`config.mk`:
```
export PLATFORM = sky130hd
export DESIGN_NAME = safelock_controller_flat
export DESIGN_NICKNAME = d
export VERILOG_FILES = /design/src/rtl/safelock_pkg.sv /design/src/rtl/safelock_if.sv /design/src/rtl/safelock_timer.sv /design/src/rtl/safelock_controller.sv /design/src/flat_wrapper.sv
export SDC_FILE = /design/constraint.sdc
export NUM_CORES = 1
export LEC_CHECK = 0
export ABC_AREA = 0
export CORE_ASPECT_RATIO = 1.4
export CORE_MARGIN = 4
export CORE_UTILIZATION = 53
export DETAILED_ROUTE_END_ITERATION = 6
export PLACE_DENSITY = 0.79
export SLEW_MARGIN = 20
export SYNTH_ARGS = -nofsm -noshare
export SYNTH_HDL_FRONTEND = slang
export SYNTH_SLANG_ARGS = --single-unit
export TNS_END_PERCENT = 1
```
`constraint.sdc`:
```
create_clock -name i_clk -period 2.3 [get_ports i_clk]
set_clock_uncertainty 0.05 [all_clocks]
set_input_delay 0.345 -clock i_clk [delete_from_list [all_inputs] [get_ports i_clk]]
set_output_delay 0.345 -clock i_clk [all_outputs]
set_load 0.05 [all_outputs]
```
`src/rtl/safelock_pkg.sv`:
```
// safelock_pkg: shared state encoding and code defaults
// for the lock controller slice.
package safelock_pkg;

  typedef enum logic [1:0] {
    ST_LOCKED  = 2'd0,
    ST_OPEN    = 2'd1,
    ST_LOCKOUT = 2'd2
  } state_e;

  localparam int DEF_PW_WIDTH = 12;

  localparam logic [DEF_PW_WIDTH-1:0] DEF_PW = 12'h123;

endpackage

```
`src/rtl/safelock_if.sv`:
```
// safelock_if: entry-block side requests and lock
// indicators between the entry path and the controller.
interface safelock_if
  import safelock_pkg::*;
#(
  parameter int PW_WIDTH = DEF_PW_WIDTH,
  parameter int AW       = 2
);

  logic [PW_WIDTH-1:0] i_password;
  logic                i_check;
  logic                i_set_new;
  logic                i_close;
  logic                o_unlocked;
  logic                o_alarm;
  logic                o_error;
  logic                o_clear_entry;
  logic [AW-1:0]       o_attempts_left;

  modport master (
    output i_password,
    output i_check,
    output i_set_new,
    output i_close,
    input  o_unlocked,
    input  o_alarm,
    input  o_error,
    input  o_clear_entry,
    input  o_attempts_left
  );

  modport slave (
    input  i_password,
    input  i_check,
    input  i_set_new,
    input  i_close,
    output o_unlocked,
    output o_alarm,
    output o_error,
    output o_clear_entry,
    output o_attempts_left
  );

endinterface

```
`src/rtl/safelock_timer.sv`:
```
// safelock_timer: loadable down-counter that parks at
// zero; shared by the OPEN and LOCKOUT intervals.
module safelock_timer #(
  parameter int W = 13
) (
  input  logic         clk_i,
  input  logic         rst_ni,
  input  logic         load_i,
  input  logic [W-1:0] load_val_i,
  output logic         zero_o
);

  logic [W-1:0] cnt_q;
  logic [W-1:0] cnt_d;

  always_comb begin
    cnt_d = cnt_q;
    if (load_i) begin
      cnt_d = load_val_i;
    end else if (cnt_q != '0) begin
      cnt_d = cnt_q - W'(1);
    end
  end

  always_ff @(posedge clk_i) begin
    if (!rst_ni) begin
      cnt_q <= '0;
    end else begin
      cnt_q <= cnt_d;
    end
  end

  assign zero_o = (cnt_q == '0);

endmodule

```
`src/rtl/safelock_controller.sv`:
```
// safelock_controller: code check, failed-attempt count,
// timed lockout and auto-relock with registered outputs.
module safelock_controller
  import safelock_pkg::*;
#(
  parameter int                  PW_WIDTH       = DEF_PW_WIDTH,
  parameter logic [PW_WIDTH-1:0] DEFAULT_PW     = DEF_PW,
  parameter int                  MAX_ATTEMPTS   = 3,
  parameter int                  LOCKOUT_CYCLES = 1000,
  parameter int                  OPEN_CYCLES    = 5000
) (
  input logic i_clk,
  input logic i_reset_n,
  safelock_if.slave bus
);

  localparam int AW = $clog2(MAX_ATTEMPTS + 1);
  localparam int TMAX = (LOCKOUT_CYCLES > OPEN_CYCLES)
                      ? LOCKOUT_CYCLES : OPEN_CYCLES;
  localparam int TW = $clog2(TMAX);
  localparam logic [AW-1:0] MAX_C = AW'(MAX_ATTEMPTS);
  localparam logic [TW-1:0] OPEN_LD = TW'(OPEN_CYCLES - 1);
  localparam logic [TW-1:0] LOCK_LD = TW'(LOCKOUT_CYCLES - 1);

  state_e              state_q, state_d;
  logic [PW_WIDTH-1:0] pw_q, pw_d;
  logic [AW-1:0]       fail_q, fail_d;
  logic [AW-1:0]       fail_inc;
  logic                unl_q, unl_d;
  logic                alarm_q, alarm_d;
  logic                err_q, err_d;
  logic                clr_q, clr_d;
  logic [AW-1:0]       att_q, att_d;
  logic                ld;
  logic [TW-1:0]       ld_val;
  logic                tmr_zero;

  safelock_timer #(
    .W(TW)
  ) u_timer (
    .clk_i      (i_clk),
    .rst_ni     (i_reset_n),
    .load_i     (ld),
    .load_val_i (ld_val),
    .zero_o     (tmr_zero)
  );

  assign fail_inc = fail_q + AW'(1);

  always_comb begin
    state_d = state_q;
    pw_d    = pw_q;
    fail_d  = fail_q;
    err_d   = 1'b0;
    clr_d   = 1'b0;
    ld      = 1'b0;
    ld_val  = '0;
    unique case (1'b1)
      (state_q == ST_LOCKED): begin
        if (bus.i_check) begin
          clr_d = 1'b1;
          if (bus.i_password == pw_q) begin
            state_d = ST_OPEN;
            fail_d  = '0;
            ld      = 1'b1;
            ld_val  = OPEN_LD;
          end else begin
            err_d  = 1'b1;
            fail_d = fail_inc;
            if (fail_inc == MAX_C) begin
              state_d = ST_LOCKOUT;
              ld      = 1'b1;
              ld_val  = LOCK_LD;
            end
          end
        end
      end
      (state_q == ST_OPEN): begin
        // A store on the timeout cycle reloads and keeps it open.
        if (bus.i_set_new) begin
          pw_d   = bus.i_password;
          clr_d  = 1'b1;
          ld     = 1'b1;
          ld_val = OPEN_LD;
        end
        if (bus.i_close) begin
          state_d = ST_LOCKED;
        end else if (tmr_zero && !bus.i_set_new) begin
          state_d = ST_LOCKED;
        end
      end
      (state_q == ST_LOCKOUT): begin
        if (tmr_zero) begin
          state_d = ST_LOCKED;
          fail_d  = '0;
        end
      end
      default: begin
        state_d = ST_LOCKED;
        fail_d  = '0;
      end
    endcase
    unl_d   = (state_d == ST_OPEN);
    alarm_d = (state_d == ST_LOCKOUT);
    att_d   = alarm_d ? '0 : (MAX_C - fail_d);
  end

  always_ff @(posedge i_clk) begin
    if (!i_reset_n) begin
      state_q <= ST_LOCKED;
      pw_q    <= DEFAULT_PW;
      fail_q  <= '0;
      unl_q   <= 1'b0;
      alarm_q <= 1'b0;
      err_q   <= 1'b0;
      clr_q   <= 1'b0;
      att_q   <= MAX_C;
    end else begin
      state_q <= state_d;
      pw_q    <= pw_d;
      fail_q  <= fail_d;
      unl_q   <= unl_d;
      alarm_q <= alarm_d;
      err_q   <= err_d;
      clr_q   <= clr_d;
      att_q   <= att_d;
    end
  end

  assign bus.o_unlocked      = unl_q;
  assign bus.o_alarm         = alarm_q;
  assign bus.o_error         = err_q;
  assign bus.o_clear_entry   = clr_q;
  assign bus.o_attempts_left = att_q;

endmodule

```
`src/flat_wrapper.sv`:
```
// flat-port wrapper written by rule: the top's interface ports become plain ports
module safelock_controller_flat import safelock_pkg::*;
#(
  parameter int                  PW_WIDTH       = DEF_PW_WIDTH,
  parameter logic [PW_WIDTH-1:0] DEFAULT_PW     = DEF_PW,
  parameter int                  MAX_ATTEMPTS   = 3,
  parameter int                  LOCKOUT_CYCLES = 1000,
  parameter int                  OPEN_CYCLES    = 5000
)
  (i_clk, i_reset_n, bus_i_password, bus_i_check, bus_i_set_new, bus_i_close, bus_o_unlocked, bus_o_alarm, bus_o_error, bus_o_clear_entry, bus_o_attempts_left);
  safelock_if #(.PW_WIDTH(PW_WIDTH), .AW(($clog2((3) + 1)))) bus_i ();
  input logic i_clk;
  input logic i_reset_n;
  input wire logic [$bits(bus_i.i_password)-1:0] bus_i_password;
  input wire logic [$bits(bus_i.i_check)-1:0] bus_i_check;
  input wire logic [$bits(bus_i.i_set_new)-1:0] bus_i_set_new;
  input wire logic [$bits(bus_i.i_close)-1:0] bus_i_close;
  output wire logic [$bits(bus_i.o_unlocked)-1:0] bus_o_unlocked;
  output wire logic [$bits(bus_i.o_alarm)-1:0] bus_o_alarm;
  output wire logic [$bits(bus_i.o_error)-1:0] bus_o_error;
  output wire logic [$bits(bus_i.o_clear_entry)-1:0] bus_o_clear_entry;
  output wire logic [$bits(bus_i.o_attempts_left)-1:0] bus_o_attempts_left;
  assign bus_i.i_password = bus_i_password;
  assign bus_i.i_check = bus_i_check;
  assign bus_i.i_set_new = bus_i_set_new;
  assign bus_i.i_close = bus_i_close;
  assign bus_o_unlocked = bus_i.o_unlocked;
  assign bus_o_alarm = bus_i.o_alarm;
  assign bus_o_error = bus_i.o_error;
  assign bus_o_clear_entry = bus_i.o_clear_entry;
  assign bus_o_attempts_left = bus_i.o_attempts_left;
  safelock_controller #(.PW_WIDTH(PW_WIDTH), .DEFAULT_PW(DEFAULT_PW), .MAX_ATTEMPTS(MAX_ATTEMPTS), .LOCKOUT_CYCLES(LOCKOUT_CYCLES), .OPEN_CYCLES(OPEN_CYCLES)) u_core (.i_clk(i_clk), .i_reset_n(i_reset_n), .bus(bus_i));
endmodule
```
==> reports/qor.txt, run 1 <==
Mapped Avg Cell Area: 9.187 sq um
first-pass GRT wire length: 6.092 mm
Die Area: 0.004110 sq mm
clk sinks: 35
top layer in use: met4
Post-synth EDFFs: 0
Cells after Synth: 181
CP Class: register to register
Worst Setup SP: u_core.u_timer.cnt_q[0]
r2r startpoint: u_core.u_timer.cnt_q[0]
layout cells sized above 1: 10.14%
register area share after synthesis: 42.14%
Main synth FF type: dfxtp_1
HPWL after DPL: 2.740 mm
Fin. Hold Viols: 0
core area: 0.002935 sq mm
drt total wl: 3.520 mm
top cells by area, synth: dfxtp_1 (42%), xor2_1 (8.4%), nand2_1 (7.0%), a21oi_1 (5.1%), nor4_4 (3.8%)
clock latency at the later pin of the worst-skew pair: 280 ps
clock root buffer: clkbuf_8
VDD IR-drop max: 0.7304 mV
Max Cap Violations: 0
Post-synth ARST share: 0%
crit start category: register
main combinational cell family by area after synthesis: simple AND/OR/NAND/NOR gates
Routed WL per cell: 14.43 um
gp weighted congestion: 0.7799
status: completed
CP required: 2470 ps
leakage: 0.7986 nW
Final setup violation count: 0
fin cells: 244
H-Tree Level Count: 2
post-route ant nets: 0
Synth Register Bits: 35
Die Wd: 55.34 um
initial core utilization: 56.65%
GRT Resource Usage Total: 18.78%
via count: 1350
worst setup path end: u_core.bus.o_attempts_left[0]
final net count: 227
Max-slew headroom: 65.08%
initial detailed-routing violation count: 36
r2r setup slk: 270 ps
area leader, netlist: dfxtp_1
Worst Path Max Fanout: 7
xor/xnor cell area share of the yosys netlist: 11.06%
RSZ-0062 raised after global routing: no
Total Neg Setup Slack: 0 ps
grt ovf: 0
Pre-Repair DR Iteration Count: 4
Fmax achieved: 492.6 MHz
n_diodes: 0
Worst R2R End: u_core.bus.o_attempts_left[0]
M1 WL: 1.306 mm
Post-Synth Adder-Cell Area: 1.505%
initial antenna violation count: 0
crit path DAT: 2200 ps
hold buffer count at CTS: 0
vias per inst: 5.533
Die Span Y: 74.28 um
met2 WL: 2.030 mm
synth warn: 0
mux contribution to synthesized area: 0.6020%
Max Slew Vio Count: 0
largest net degree at the start of global routing: 16
worst reg-to-reg path cell count: 7
row count: 23
Power Density: 928.8 mW/mm^2
clock-pin transition on the worst setup and hold timing paths: 60 ps
Post-CTS Resized: 0
top-area cell type share of the netlist area: 42.14%
routed wl met3: 132 um
TritonCTS clock tree: yes
synthesized area: 0.001663 sq mm
TritonCTS Buffers: 5
Final Cycle Share: 88.26%
# IOs: 23
vias in the first global route: 1466
Placed Cells: 238
Min-Delay Path Class: register to register
Setup Fix Bufs, Post-CTS: 0
Synth Area in Compound Gates: 12.34%
worst-margin pin slew: 522.1 ps
syn_nets: 200
# port buffers: 22
clk buf depth: 2
# DRC: 0
Area Growth Syn to Fin: 20.09%
Period minus WS final: 2030 ps
Yosys cell types: 37
Simple-Gate Fraction of Synth Area: 28.89%
CP Capture Type: register
-- logic make-up after synthesis --
family	after synthesis
fa+ha+maj	2
flops	35
simple gates	80
mux	1
compound gates	31
xor+xnor	21
buf+inv	11
-- cell usage after synthesis (2+ instances only) --
master    number
inv_1          4
a211oi_1       2
clkbuf_1       4
buf_6          2
nor3_1         2
o21a_1         2
a221oi_1       2
nor4b_1        3
nor4_4         3
xnor2_1        5
nand2_1       31
a21oi_1       17
nor4_2         2
dfxtp_1       35
a41o_1         2
nand3_1       11
a22o_1         2
nor2_1        15
nor3b_1        3
xor2_1        16
ha_1           2
-- registers in the layout (all words and copies together), names as in the netlist --
register,cells
u_core.u_timer.cnt_q,13
u_core.pw_q,12
u_core.bus.o_attempts_left,2
u_core.fail_q,2
u_core.state_q,2
u_core.bus.o_alarm,1
u_core.bus.o_clear_entry,1
u_core.bus.o_error,1
u_core.bus.o_unlocked,1
-- worst max-delay path, cell delays in order, from the launching register on --
cell and delay (ps):
dfxtp_1 300, inv_1 80, ha_1 230, nor4b_2 380, and3_1 420, a211oi_1 160
a22o_1 270, nor2_1 80
-- power breakdown --
group          leakage (nW)  total (mW)  internal, mW  switching (mW)
clock network        0.0371       0.389         0.201           0.188
logic                 0.476       0.686         0.320           0.366
registers             0.286       0.780         0.694          0.0866
-- final cells by class --
cell class	count	area (sq um)
fillers	251	938.4
multi-input cells	135	904.6
flip-flops and latches	35	700.7
repair buffers	27	257.7
clock buffers	6	72.57
well taps	37	46.29
inverters	4	15.01
-- layout by cell type (no fill, tap or decap), types with 4 or more instances in the layout --
cell type,netlist,layout
dfxtp_1,35,35
nand2_1,31,31
clkdlybuf4s50_1,0,22
a21oi_1,17,17
xor2_1,16,16
nor2_1,15,15
nand3_1,11,11
xnor2_1,5,5
clkbuf_8,0,5
buf_4,0,5
inv_1,4,4
-- worst min path at each step --
| stage | startpoint | to | slack [ps] | cells after the start |
|---|---|---|---|---|
| after detailed placement | u_core.pw_q[9] | u_core.pw_q[9] | 410 | 2 |
| final | u_core.pw_q[3] | u_core.pw_q[3] | 420 | 2 |
| after CTS | u_core.pw_q[7] | u_core.pw_q[7] | 420 | 2 |
| after global routing | u_core.pw_q[7] | u_core.pw_q[7] | 440 | 2 |
| after global placement | u_core.pw_q[3] | u_core.pw_q[3] | 400 | 2 |
| after floorplan | u_core.pw_q[10] | u_core.pw_q[10] | 400 | 2 |
-- metal layers --
| metal | vias to the layer above | track usage (%) |
|---|---|---|
| li1 | 678 | - |
| met1 | 635 | 17.52 |
| met2 | 32 | 37.11 |
| met3 | 5 | 4.167 |
| met4 | 0 | 11.35 |
| met5 | - | 0 |
-- through the flow --
| stage | instance area (sq um) | utilization [%] | hold WS (ps) | setup WS [ps] | power, mW |
|---|---|---|---|---|---|
| after global placement | 1924 | 65.56 | 403.4 | 208.6 | 1.435 |
| after CTS | 1997 | 68.03 | 421.5 | 264.0 | 1.867 |
| final | 1997 | 68.03 | 423.8 | 270.0 | 1.855 |
| after floorplan | 1663 | - | 398.1 | 542.9 | 1.307 |
| after global routing | 1997 | 68.03 | 438.1 | 61.10 | 1.975 |
| after detailed placement | 1924 | 65.56 | 412.4 | 104.0 | 1.472 |
No activity file was read; power rests on OpenSTA's default activity.
==> run 2: changes to the inputs <==
==> constraint.sdc (replaced) <==
create_clock -name i_clk -period 2.3 [get_ports i_clk]
set_clock_uncertainty 0.05 [all_clocks]
set_input_delay 0.46 -clock i_clk [delete_from_list [all_inputs] [get_ports i_clk]]
set_output_delay 0.46 -clock i_clk [all_outputs]
set_load 0.05 [all_outputs]
==> run 2 against run 1 <==
Clock power up 1%. Hold slack worse by 4.9 ps. Sequential power about the same. Final area up 0.44%. Routed wire length down 5.9%. Critical endpoint is now u_core.bus.o_attempts_left[1]. Highest routed layer unchanged.
==> reports/qor.txt, run 2 (same netlist as run 1, synthesis figures left out) <==
CP Class: input pin to register
post-route ant nets: 0 (unchanged)
Max Cap Violations: 0 (unchanged)
clk sinks: 35 (unchanged)
Setup Fix Bufs, Post-CTS: 0 (unchanged)
CP required: 2470 ps (about the same)
Power Density: 918.8 mW/mm^2 (-1.1%)
crit start category: input pin
Max-slew headroom: 66.19% (+1.1 points)
total power: 1.843 mW (-0.64%)
vias per inst: 5.437 (-1.7%)
Fmax achieved: 514.4 MHz (+4.4%)
first-pass GRT wire length: 6.120 mm (+0.46%)
Final Cycle Share: 84.53% (-3.7 points)
TritonCTS Buffers: 5 (unchanged)
Total Neg Setup Slack: 0 ps (unchanged)
max FFs per register: 13 (unchanged)
clk buf depth: 2 (unchanged)
initial detailed-routing violation count: 22 (-39%)
Post-CTS Resized: 0 (unchanged)
layout cells sized above 1: 11.06% (+0.91 points)
Max Slew Vio Count: 0 (unchanged)
CP Cell Sequence: clkdlybuf4s50_1, xor2_1, nor4_4, nand3_1, a41o_1, nor2_1
Place WS: 45.59 ps (-58.42 ps)
Area Growth Syn to Fin: 20.62%
r2r startpoint: u_core.u_timer.cnt_q[0]
n_diodes: 0 (unchanged)
final instance area: 0.002006 sq mm (+0.44%)
drt total wl: 3.311 mm (-5.9%)
clock latency at the later pin of the worst-skew pair: 280 ps (about the same)
status: completed
Crit. path cell count: 6 (-1)
Die Area: 0.004110 sq mm (unchanged)
Min-Delay Path Class: register to register
Worst R2R End: u_core.bus.o_attempts_left[1]
via count: 1332 (-1.3%)
clock-pin transition on the worst setup and hold timing paths: 60 ps (about the same)
row count: 23 (unchanged)
vias in the first global route: 1436 (-2.0%)
TritonCTS clock tree: yes
Top delay family on crit path: simple AND/OR/NAND/NOR gates
leakage: 0.8024 nW (+0.47%)
WP buf/inv: 1 (unchanged)
largest net degree at the start of global routing: 16 (unchanged)
initial core utilization: 56.65% (unchanged)
# IOs: 23 (unchanged)
commonest non-fill, non-tap cell in the layout: dfxtp_1
Period minus WS final: 1944 ps (-85.80 ps)
Worst Setup SP: bus_i_password[9]
CP max stage delay: 430 ps (about the same)
clock root buffer: clkbuf_8
Die Wd: 55.34 um (unchanged)
final net count: 228 (+0.44%)
worst setup path end: u_core.bus.o_attempts_left[1]
initial antenna violation count: 0 (unchanged)
core area: 0.002935 sq mm (unchanged)
Die Span Y: 74.28 um (unchanged)
Worst Path Max Fanout: 6 (-1)
r2r setup slk: 370 ps (+100 ps)
Fin. Hold Viols: 0 (unchanged)
VDD IR-drop max: 0.5069 mV (-31%)
Max stage delay cell, worst path: clkdlybuf4s50_1
worst reg-to-reg path cell count: 7 (unchanged)
# DRC: 0 (unchanged)
hold buffer count at CTS: 0 (unchanged)
final core occ: 68.33% (+0.30 points)
CP Capture Type: register
HPWL after DPL: 2.573 mm (-6.1%)
fin worst setup slack: 355.8 ps (+85.80 ps)
grt ovf: 0 (unchanged)
crit path DAT: 2120 ps (-80 ps)
# port buffers: 22 (unchanged)
Routed WL per cell: 13.51 um (-6.3%)
gp weighted congestion: 0.7608 (-2.4%)
commonest non-fill, non-tap cells in the layout: dfxtp_1 (35), nand2_1 (31), clkdlybuf4s50_1 (22)
Pre-Repair DR Iteration Count: 4 (unchanged)
worst-margin pin slew: 505.5 ps (-16.62 ps)
H-Tree Level Count: 2 (unchanged)
Largest regs: u_core.u_timer.cnt_q x13, u_core.pw_q x12
DP Area: 0.001932 sq mm (+0.39%)
GRT Resource Usage Total: 18.67% (-0.11 points)
RSZ-0062 raised after global routing: no
Final setup violation count: 0 (unchanged)
register bank with the most flops: u_core.u_timer.cnt_q
[run 2: changes by cell type in the layout (fill, tap and decap cells not counted)]
cell    delta
and3_1     -1
and3_2     +1
buf_4      +1
[run 2: where the power goes]
part / switching [mW] / leakage, nW / internal (mW)
clock network: 0.192 / 0.0371 / 0.201
logic: 0.347 / 0.479 / 0.323
registers: 0.0856 / 0.286 / 0.694
total: 0.625 / 0.802 / 1.22
[run 2: tightest hold or removal path, stage by stage (launching register included)]
cell and delay [ps]:
dfxtp_1 320, nand2_1 50, a21oi_1 50
[run 2: cell type report]
| cell class | count | area [sq um] |
|---|---|---|
| fillers | 255 | 929.6 |
| multi-input cells | 135 | 905.9 |
| clock buffers | 6 | 72.57 |
| repair buffers | 28 | 265.3 |
| inverters | 4 | 15.01 |
| well taps | 37 | 46.29 |
| flip-flops and latches | 35 | 700.7 |
[run 2: worst min-delay path by stage]
stage | startpoint | end | cells after the start
after floorplan | u_core.pw_q[10] | u_core.pw_q[10] | 2
after global placement | u_core.pw_q[10] | u_core.pw_q[10] | 2
after detailed placement | u_core.pw_q[6] | u_core.pw_q[6] | 2
after CTS | u_core.pw_q[6] | u_core.pw_q[6] | 2
after global routing | u_core.pw_q[6] | u_core.pw_q[6] | 2
final | u_core.pw_q[10] | u_core.pw_q[10] | 2
[run 2: metal layers]
layer	wire, um	vias up	GRT usage (%)
li1	-	681	-
met5	0	-	0
met4	66	0	8.649
met2	1872	16	36.84
met3	92	8	4.340
met1	1280	627	18.37
[run 2: metrics by stage]
stage | cells | hold slack [ps]
after floorplan | 181 | 398.1
after global placement | 239 | 403.4
after detailed placement | 239 | 412.3
after CTS | 245 | 421.7
after global routing | 245 | 438.0
final | 245 | 418.8
